==> config.mk <==
export PLATFORM = sky130hd
export DESIGN_NAME = pipe_port_alloc
export DESIGN_NICKNAME = d
export VERILOG_FILES = /design/src/rtl/pipe_port_alloc.sv
export SDC_FILE = /design/constraint.sdc
export NUM_CORES = 1
export LEC_CHECK = 0
export CORE_ASPECT_RATIO = 0.5
export CORE_MARGIN = 1
export CORE_UTILIZATION = 40
export CTS_CLUSTER_DIAMETER = 30
export CTS_CLUSTER_SIZE = 28
export DETAILED_ROUTE_END_ITERATION = 10
export GPL_ROUTABILITY_DRIVEN = 0
export SYNTH_ARGS = -nofsm -noshare
export SYNTH_HDL_FRONTEND = slang
export SYNTH_SLANG_ARGS = --single-unit
==> constraint.sdc <==
create_clock -name clk -period 9.2 [get_ports clk]
set_clock_uncertainty 0.1 [all_clocks]
set_input_delay 1.84 -clock clk [delete_from_list [all_inputs] [get_ports clk]]
set_output_delay 1.84 -clock clk [all_outputs]
set_load 0.01 [all_outputs]
==> src/rtl/pipe_port_alloc.sv <==
`default_nettype none
// ============================================================================
// Module   : pipe_port_alloc
// Purpose  : Two-stage pipelined output-port allocator with deflection.
//            Channels are served in rank order (channel 0 first). Stage 1
//            allocates channels 0..SPLIT-1 from avail_in. Stage 2 allocates
//            the remaining channels from the residual free-port vector that
//            stage 1 left behind. A channel gets its lowest free productive
//            port. If no productive port is free, it is deflected to some
//            other free port, or it gets no port when none are left.
// Ports    : clk, reset     - clock, synchronous active-high reset
//            in_valid       - an allocation set is presented this cycle
//            ch_valid[C]    - per-channel flit present
//            ppv[C*P]       - productive port vector, channel c at [c*P +: P]
//            avail_in[P]    - output ports free for this set
//            clr_count      - clears defl_count (wins over increment)
//            out_valid      - result set valid (two cycles after input)
//            alloc[C*P]     - one-hot or zero grant per channel
//            deflected[C]   - channel granted a non-productive port
//            no_port[C]     - channel valid but no port left
//            defl_count     - saturating deflection total
// Revision : 1.0 - initial release
// ============================================================================
module pipe_port_alloc #(
  parameter int NUM_PORT   = 5,
  parameter int NUM_CH     = 4,
  parameter int SPLIT      = 2,
  parameter int RR_DEFLECT = 1,
  parameter int CNT_W      = 16
) (
  input  logic                       clk,
  input  logic                       reset,
  input  logic                       in_valid,
  input  logic [NUM_CH-1:0]          ch_valid,
  input  logic [NUM_CH*NUM_PORT-1:0] ppv,
  input  logic [NUM_PORT-1:0]        avail_in,
  input  logic                       clr_count,
  output logic                       out_valid,
  output logic [NUM_CH*NUM_PORT-1:0] alloc,
  output logic [NUM_CH-1:0]          deflected,
  output logic [NUM_CH-1:0]          no_port,
  output logic [CNT_W-1:0]           defl_count
);

  localparam int PTR_W = (NUM_PORT > 1) ? $clog2(NUM_PORT) : 1;
  localparam int HI_CH = NUM_CH - SPLIT;
  localparam int POP_W = $clog2(NUM_CH + 1);

  // --------------------------------------------------------------------------
  // Selection helpers
  // --------------------------------------------------------------------------
  function automatic logic [NUM_PORT-1:0] lowest_bit(input logic [NUM_PORT-1:0] v);
    logic [NUM_PORT-1:0] r;
    logic                found;
    r     = '0;
    found = 1'b0;
    for (int i = 0; i < NUM_PORT; i++) begin
      if (v[i] && !found) begin
        r[i]  = 1'b1;
        found = 1'b1;
      end
    end
    return r;
  endfunction

  // First set bit at index ptr or above, wrapping around to index 0.
  function automatic logic [NUM_PORT-1:0] rr_pick(input logic [NUM_PORT-1:0] v,
                                                  input logic [PTR_W-1:0]    ptr);
    logic [NUM_PORT-1:0] r;
    logic                found;
    int                  idx;
    r     = '0;
    found = 1'b0;
    for (int k = 0; k < NUM_PORT; k++) begin
      idx = int'(ptr) + k;
      if (idx >= NUM_PORT) idx = idx - NUM_PORT;
      if (v[idx] && !found) begin
        r[idx] = 1'b1;
        found  = 1'b1;
      end
    end
    return r;
  endfunction

  // Productive grant if possible, otherwise a deflection port; zero if a==0.
  function automatic logic [NUM_PORT-1:0] pick_grant(input logic [NUM_PORT-1:0] p,
                                                     input logic [NUM_PORT-1:0] a,
                                                     input logic [PTR_W-1:0]    ptr);
    logic [NUM_PORT-1:0] r;
    if ((p & a) != '0)       r = lowest_bit(p & a);
    else if (RR_DEFLECT != 0) r = rr_pick(a, ptr);
    else                      r = lowest_bit(a);
    return r;
  endfunction

  // --------------------------------------------------------------------------
  // State
  // --------------------------------------------------------------------------
  logic [PTR_W-1:0]          rr_ptr;

  logic                      s1_valid;
  logic [SPLIT*NUM_PORT-1:0] s1_grant;
  logic [SPLIT-1:0]          s1_defl;
  logic [SPLIT-1:0]          s1_nop;
  logic [NUM_PORT-1:0]       s1_avail;
  logic [HI_CH*NUM_PORT-1:0] s1_ppv;
  logic [HI_CH-1:0]          s1_chv;

  // --------------------------------------------------------------------------
  // Stage 1: channels 0..SPLIT-1 from avail_in
  // --------------------------------------------------------------------------
  logic [SPLIT*NUM_PORT-1:0] s1_grant_d;
  logic [SPLIT-1:0]          s1_defl_d;
  logic [SPLIT-1:0]          s1_nop_d;
  logic [NUM_PORT-1:0]       s1_a;

  always_comb begin
    logic [NUM_PORT-1:0] p;
    logic [NUM_PORT-1:0] g;
    p          = '0;
    g          = '0;
    s1_a       = avail_in;
    s1_grant_d = '0;
    s1_defl_d  = '0;
    s1_nop_d   = '0;
    for (int c = 0; c < SPLIT; c++) begin
      if (in_valid && ch_valid[c]) begin
        p = ppv[c*NUM_PORT +: NUM_PORT];
        g = pick_grant(p, s1_a, rr_ptr);
        s1_grant_d[c*NUM_PORT +: NUM_PORT] = g;
        s1_defl_d[c] = ((p & s1_a) == '0) && (s1_a != '0);
        s1_nop_d[c]  = (s1_a == '0);
        s1_a         = s1_a & ~g;
      end
    end
  end

  // --------------------------------------------------------------------------
  // Stage 2: channels SPLIT..NUM_CH-1 from the residual free vector
  // --------------------------------------------------------------------------
  logic [HI_CH*NUM_PORT-1:0] s2_grant;
  logic [HI_CH-1:0]          s2_defl;
  logic [HI_CH-1:0]          s2_nop;

  always_comb begin
    logic [NUM_PORT-1:0] a;
    logic [NUM_PORT-1:0] p;
    logic [NUM_PORT-1:0] g;
    a        = s1_avail;
    p        = '0;
    g        = '0;
    s2_grant = '0;
    s2_defl  = '0;
    s2_nop   = '0;
    for (int c = 0; c < HI_CH; c++) begin
      if (s1_valid && s1_chv[c]) begin
        p = s1_ppv[c*NUM_PORT +: NUM_PORT];
        g = pick_grant(p, a, rr_ptr);
        s2_grant[c*NUM_PORT +: NUM_PORT] = g;
        s2_defl[c] = ((p & a) == '0) && (a != '0);
        s2_nop[c]  = (a == '0);
        a          = a & ~g;
      end
    end
  end

  // Stage-1 results are already zero for an invalid set, so concatenation
  // yields an all-zero word whenever out_valid will be 0.
  logic [NUM_CH*NUM_PORT-1:0] alloc_d;
  logic [NUM_CH-1:0]          defl_d;
  logic [NUM_CH-1:0]          nop_d;

  assign alloc_d = {s2_grant, s1_grant};
  assign defl_d  = {s2_defl, s1_defl};
  assign nop_d   = {s2_nop, s1_nop};

  // --------------------------------------------------------------------------
  // Deflection counter and shared round-robin pointer
  // --------------------------------------------------------------------------
  logic [POP_W-1:0] pop;
  logic [CNT_W:0]   cnt_sum;
  logic [CNT_W-1:0] cnt_next;
  logic             any_defl;
  logic [PTR_W-1:0] ptr_next;

  always_comb begin
    pop = '0;
    for (int c = 0; c < NUM_CH; c++) begin
      pop = pop + POP_W'(defl_d[c]);
    end
    cnt_sum = {1'b0, defl_count} + (CNT_W+1)'(pop);
    if (clr_count)            cnt_next = '0;
    else if (cnt_sum[CNT_W])  cnt_next = '1;
    else                      cnt_next = cnt_sum[CNT_W-1:0];
  end

  // One step per edge even when both stages deflect in the same cycle.
  assign any_defl = (|s1_defl_d) || (|s2_defl);

  always_comb begin
    if (RR_DEFLECT == 0)                       ptr_next = '0;
    else if (!any_defl)                        ptr_next = rr_ptr;
    else if (rr_ptr == PTR_W'(NUM_PORT - 1))   ptr_next = '0;
    else                                       ptr_next = rr_ptr + PTR_W'(1);
  end

  // --------------------------------------------------------------------------
  // Registers
  // --------------------------------------------------------------------------
  always_ff @(posedge clk) begin
    if (reset) begin
      s1_valid   <= 1'b0;
      s1_grant   <= '0;
      s1_defl    <= '0;
      s1_nop     <= '0;
      s1_avail   <= '0;
      s1_ppv     <= '0;
      s1_chv     <= '0;
      out_valid  <= 1'b0;
      alloc      <= '0;
      deflected  <= '0;
      no_port    <= '0;
      defl_count <= '0;
      rr_ptr     <= '0;
    end else begin
      s1_valid   <= in_valid;
      s1_grant   <= s1_grant_d;
      s1_defl    <= s1_defl_d;
      s1_nop     <= s1_nop_d;
      s1_avail   <= s1_a;
      s1_ppv     <= ppv[NUM_CH*NUM_PORT-1:SPLIT*NUM_PORT];
      s1_chv     <= ch_valid[NUM_CH-1:SPLIT];
      out_valid  <= s1_valid;
      alloc      <= alloc_d;
      deflected  <= defl_d;
      no_port    <= nop_d;
      defl_count <= cnt_next;
      rr_ptr     <= ptr_next;
    end
  end

endmodule
`default_nettype wire

; ---- After elaboration in Yosys (flattened, before gate mapping)
; Cells that the tools add are included.
[totals]
regBits = 80
latch_bits = 0
ramBits = 0
romBits = 0
input_bits = 33
out_inout_bits = 45
word_cells = 550
n_memories = 0
[op_classes]
add_sub_neg = 14
mul = 0
n_div = 0
n_lt_le_gt_ge = 45
n_eq_ne = 1
n_shift = 0
mux = 325
bitwise_logic = 30
n_reduce_logical = 116
[ops]
columns = op, n
row1 = $mux W32, 45
row2 = $ge A32 B1 Y1 const B, 20
row3 = $lt A32 B5 Y1 const B, 20
row4 = $mux W5, 62
row5 = $mux W1, 176
row6 = $or A5 B5 Y5, 16
row7 = $bmux W1 S3, 20
row8 = $demux W1 S3, 20
row9 = $logic_and A1 B1 Y1, 60
row10 = $logic_not A5 Y1, 8
row11 = $reduce_bool A5 Y1, 8
row12 = $and A5 B5 Y5, 7
row13 = $logic_not A1 Y1, 32
row14 = $sub A4 B3 Y5 const B, 4
row15 = $add A16 B3 Y17, 1
row16 = $ge A4 B3 Y1 const B, 4
row17 = $mux W16, 1
row18 = $not A5 Y5, 3
row19 = $reduce_or A2 Y1, 7
row20 = $add A3 B2 Y4 const B, 2
row21 = $add A3 B1 Y4 const B, 1
row22 = $add A3 B3 Y4 const B, 1
row23 = $not A1 Y1, 4
row24 = $sub A3 B3 Y4 const B, 1
row25 = other kinds (8), 8

; ---- Longest topological paths before layout
[logic_depth]
word_depth = 66
depth_mapped = 29
mapped_depth_nobuf = 24

; ---- Least setup slack after synthesis
; No wires, ideal clock.
[synth_path]
path_kind = reg-to-reg
start = register rr_ptr[1]
end = register defl_count[10]
setup_time_ns = 0.070
arrival_ns = 6.487
required_time_ns = 9.030
path_slack_ns = 2.543
path_stages_with_launch = 25
n_path_buf = 3
period_less_slack_ns = 6.657
path_cell_list = dfxtp_1 > clkinv_1 > ha_1 > ha_1 > buf_6 > a211o_1 > a221oi_1 > nor3_1 > a222oi_1 > mux2i_1 > o31ai_4 > nor2_2 > a222oi_1 > nand3_2 > or3b_1 > buf_6 > fa_1 > inv_1 > fa_1 > nand2_1 > nor3_1 > nand3_1 > or3_1 > clkbuf_1 > a21oi_1
[synth_via]
elab_chain_len = 40
word_cells_on_any_way = 119
classes_between = add/sub (11) / order compare (15) / mux (70) / bitwise (7) / reduce/logical (16)
[synth_lines]
columns = element, line
row1 = from (decl), 99  ; logic [PTR_W-1:0] rr_ptr;
row2 = from (signal assigned), 238  ; rr_ptr <= ptr_next;
row3 = branches (longest 27 deep; another with $ge A32 B1 Y1), -
row4 = $mux W5 *, 77  ; if (v[idx] && !found) begin
row5 = $mux W5 *, 90  ; if ((p & a) != '0) r = lowest_bit(p & a);
row6 = $mux W5 *, 156  ; if (s1_valid && s1_chv[c]) begin
row7 = $not A5 Y5 *, 162  ; a = a & ~g;
row8 = $and A5 B5 Y5 *, 162
row9 = $mux W5 *, 156
row10 = $and A5 B5 Y5, 160  ; s2_defl[c] = ((p & a) == '0) && (a != '0);
row11 = $logic_not A5 Y1, 160
row12 = $logic_and A1 B1 Y1 *, 160
row13 = $mux W1 *, 156
row14 = $add A3 B1 Y3 *, 189  ; pop = pop + POP_W'(defl_d[c]);
row15 = $add A16 B3 Y17 *, 191  ; cnt_sum = {1'b0, defl_count} + (CNT_W+1)'(pop);
row16 = $mux W16 *, 193  ; else if (cnt_sum[CNT_W]) cnt_next = '1;
row17 = to (signal assigned), 237  ; defl_count <= cnt_next;
row18 = to (decl), 42  ; output logic [CNT_W-1:0] defl_count
; Mark *: on every way between the ends. The select of a mux whose other input is x is not followed.
; A chain may end at the register's enable or synchronous reset.

; ---- Final worst setup path
[layout_path]
start = register rr_ptr[1]
end = register defl_count[5]
; Same word-level chain as after synthesis.

==> results summary <==
The run finished with clean final reports. The maximum number of buffers from clock root to sink is 2. The filler cells instantiated in the layout total 1711. The detailed-route via count is 8124. The transition time at the pin with the least slew margin came out at 1110 ps. The number of non-filler instances in the completed layout came out at 1230. The instance count of the mapped netlist came out at 937.

The startpoint identified for the worst hold timing path is s1_nop[1]. The multiplexer share of the synthesized area came out at 4.93%. The analysis attributes to cell leakage a power of 2.99 nW. The setup check on the worst reg-to-reg path leaves a slack of 730 ps. The relative contribution of combinational cells to total power is 38.8%.

The die outline area is 18400 um2. The y dimension of the die came out at 96.5 um. The total power came out at 1.21 mW. The share of flip-flops with an asynchronous set or reset after synthesis came out at 0%. The data required time at the worst endpoint is 9370 ps. For this configuration, the core starts out at a cell density of 41.0%. The detail route stage leaves a number of antenna-violating nets equal to 0. The clock latency at the later pin of the worst-skew pair came out at 340 ps. The cell row count came out at 34.

The total negative slack came out at 0 ps. Clock tree synthesis inserted a total of 9 buffers. By startpoint and endpoint, the worst setup path is classified as flip-flop to flip-flop.

The internal power came out at 0.739 mW. Setup repair after global routing left no endpoint under its margin. The buffer cell driving the clock tree root is clkbuf_16. After detailed routing, the number of remaining DRC violations is 0. The final layout contains routed wiring with a total length of 28.6 mm. The first detailed-routing pass ran for 6 iterations. The number of hold violations in the final report is 0. The xor-xnor portion of the synthesized cell area is 1.96%. The most common library cell in the layout ignoring fill and taps is nand2_1. The biggest area contributor in the post-synthesis netlist is dfxtp_1. During placement, the flow inserted port buffers numbering 77. In the final routed layout, each cell accounts on average for 23.2 um.

The worst register-to-register path ends at defl_count[5]. The cell area after synthesis is 7140 um2. The proportion of power drawn by the clock network came out at 31.0%.

The power density normalized to cell area came out at 145 nW/um2. The total global-route track usage came out at 30.5%. The ratio of cells with drive above 1 in the final layout came out at 8.14%. The clock-pin transition on the worst setup and hold timing paths came out at 70 ps. The number of register bits inferred by synthesis came out at 80. The switching part of the total is 39.1%. The max-cap check violation count came out at 0.

The worst slew margin relative to its limit came out at 25.4%. In this run the critical register-to-register path is launched from rr_ptr[1]. The maximum number of pins on one net before global-route repair came out at 62. The HPWL after detailed placement is 21.3 mm. The depth of the CTS H-tree is 3. By area the synthesized netlist is led by dfxtp_1, nand2_1, a21oi_1, nor2_1, mux2i_1. Summing the areas of all compound-gate instances in the mapped netlist gives 32.0% of the synthesized area. The post-layout net count is 1041. The post-synthesis area per instance came out at 7.62 um2. The violation count after the first detailed-route iteration is 1152.

From synthesis to final layout, the design area changed by 16.9%. The clock net sink count is 80. The number of warnings printed during yosys synthesis came out at 0. The worst hold path belongs to the class flip-flop to flip-flop. The last element of the critical path is defl_count[5]. The worst-path maximum fanout came out at 30. Across the VDD grid, the largest voltage drop is 0.104 mV. The via count of the first global-routing pass is 7206.

The via-per-instance ratio came out at 6.60. The floorplan step set the die width to 191 um. The first global-routing pass estimated 42.1 mm of wire.

The largest individual stage delay along the critical path comes from the cell ha_1. The peak per-stage delay on the critical path came out at 1110 ps. The residual overflow from global routing is 0. The combinational family with the most area after synthesis is compound AO/OA/AOI/OAI gates. The post-placement cell count is 1212.

The synthesized netlist contains 102 unique library cells. The net count after synthesis is 988. The ratio of final minimum period to clock period came out at 92.1%.

The total area inside the core boundary comes to 17400 um2. The post-synthesis adder-cell area fraction is 3.58%. The number of antenna violations at the first check in global routing came out at 1.

STA classifies the critical path endpoint as a flip-flop. The critical path goes through clkinv_1 > ha_1 > buf_4 > nor2b_1 > o211a_1 > mux2i_1 > a222oi_1 > mux2i_1 > o31ai_4 > nor2_2 > a222oi_1 > nand3_2 > or3b_1 > fa_1 > inv_1 > fa_1 > nand2_1 > nor3_1 > nand3_1 > or3_1 > a21oi_1. In this run the worst setup path begins at rr_ptr[1].

The worst setup path is launched from a flip-flop. The logic depth of the worst register-to-register path is 21. Leaving out fill and tap cells, the most frequent cells in the layout are nand2_1, dfxtp_1, clkdlybuf4s50_1, nor2_1, a21oi_1. The final critical-path required period came out at 8470 ps. The final number of max-transition violations is 0.

Sequential cells were found to cover 22.4% of the synthesized design area. Summed over its instances, the top area cell type makes up 22.4% of the synthesized netlist area. The setup-violating endpoint count in the final report came out at 0.

The endpoint arrival time on the critical path is 8640 ps. The clock tree from TritonCTS is yes. The highest attainable clock frequency is 118 MHz. The most used flip-flop cell after synthesis is dfxtp_1. The number of flops mapped to enable cells by yosys came out at 0. The synthesized netlist devotes 29.1% of its cell area to simple gates. The I/O pin count is 78. The net switching component of the power is 0.474 mW. The sequential cell fraction of total power is 30.3%.
==> Yosys cell counts (all sizes together), types with 6 or more instances <==
master	instances
a31oi	16
nand2b	22
a211oi	21
buf	26
nand4	16
a22oi	9
a221oi	8
clkbuf	29
ha	14
a211o	7
xor2	8
a41oi	6
inv	27
or2	11
and3	10
nand2	97
a21boi	8
dfxtp	80
nor2	73
o31ai	12
o21ai	34
o32ai	8
nand3	36
o211a	8
xnor2	8
nor3	34
a21o	11
mux2	9
nor2b	40
mux2i	25
or3	8
nor4	13
a31o	7
o21a	8
o211ai	7
and2	17
a21oi	61
==> worst min path at each step <==
stage / end / slack, ps / cells after the start
2_1_floorplan: alloc[0] / 310 / 1
6_report: no_port[1] / 330 / 1
4_1_cts: no_port[1] / 340 / 1
3_5_place_dp: alloc[1] / 330 / 1
3_3_place_gp: alloc[2] / 320 / 1
5_1_grt: no_port[1] / 360 / 1
==> per-stage QoR <==
step,setup slack [ps],hold slack [ps],utilization [%],instance area [um2]
floorplan,2540,314,-,7140
global placement,1090,317,46.1,8020
detailed placement,758,326,46.1,8020
CTS,733,336,47.9,8330
global route,188,356,48.0,8340
finish,726,332,48.0,8350
==> logic make-up (layout without fill, tap and decap cells) <==
| group | count (synthesis) | in the layout |
|---|---|---|
| simple gates | 403 | 403 |
| xor+xnor | 16 | 16 |
| other cells | 0 | 1 |
| buf+inv | 84 | 142 |
| mux | 34 | 34 |
| fa+ha+maj | 18 | 18 |
| flops | 80 | 80 |
| compound gates | 302 | 302 |
==> per-layer routing <==
layer / track usage [%] / part of all wire, % / vias up / wire length [um]
met4: 14.4 / 4.7 / 4 / 1360
li1: - / - / 3663 / -
met2: 42.7 / 38 / 566 / 10800
met5: 2.75 / 0.29 / - / 82
met1: 41.1 / 43 / 3784 / 12400
met3: 10.7 / 14 / 107 / 3890
==> power groups by stage <==
stage / Combinational [mW] / Sequential [mW] / Clock, mW
6_report: 0.470 / 0.367 / 0.375
4_1_cts: 0.443 / 0.367 / 0.378
3_3_place_gp: 0.441 / 0.374 / 0
3_5_place_dp: 0.440 / 0.374 / 0
2_1_floorplan: 0.319 / 0.368 / 0
5_1_grt: 0.493 / 0.368 / 0.398
==> flip-flops by register name, indices dropped and copies added (netlist names), 2 cells and up <==
register,cells
s1_chv,2
defl_count,16
s1_defl,2
rr_ptr,3
s1_avail,5
deflected,4
s1_nop,2
s1_grant,10
alloc,20
no_port,4
s1_ppv,10
==> critical path: cells and delay by family (launching register included) <==
kind                     cells  cell delay [ps]
flip-flops                   1              730
multiplexers                 2              400
buffers and inverters        3             1010
adder cells (fa/ha/maj)      3             1840
AO/OA/AOI/OAI                5             2100
AND/OR/NAND/NOR              8             2190
==> layout make-up <==
type,count,area [um2],share of cell area (%)
diodes,1,2.50,0.0300
clock buffers,10,239,2.86
clock inverters,6,75.1,0.900
inverters,29,109,1.30
multi-input cells,773,5110,61.2
flip-flops and latches,80,1600,19.2
well taps,234,293,3.51
repair buffers,97,916,11.0
==> repair_timing <==
action,in CTS,in global routing
buffers inserted,0,1
resized for setup,0,1
setup endpoints to repair,0,13
hold buffers,0,0
Note: power is estimated with default switching activity, not from simulation.
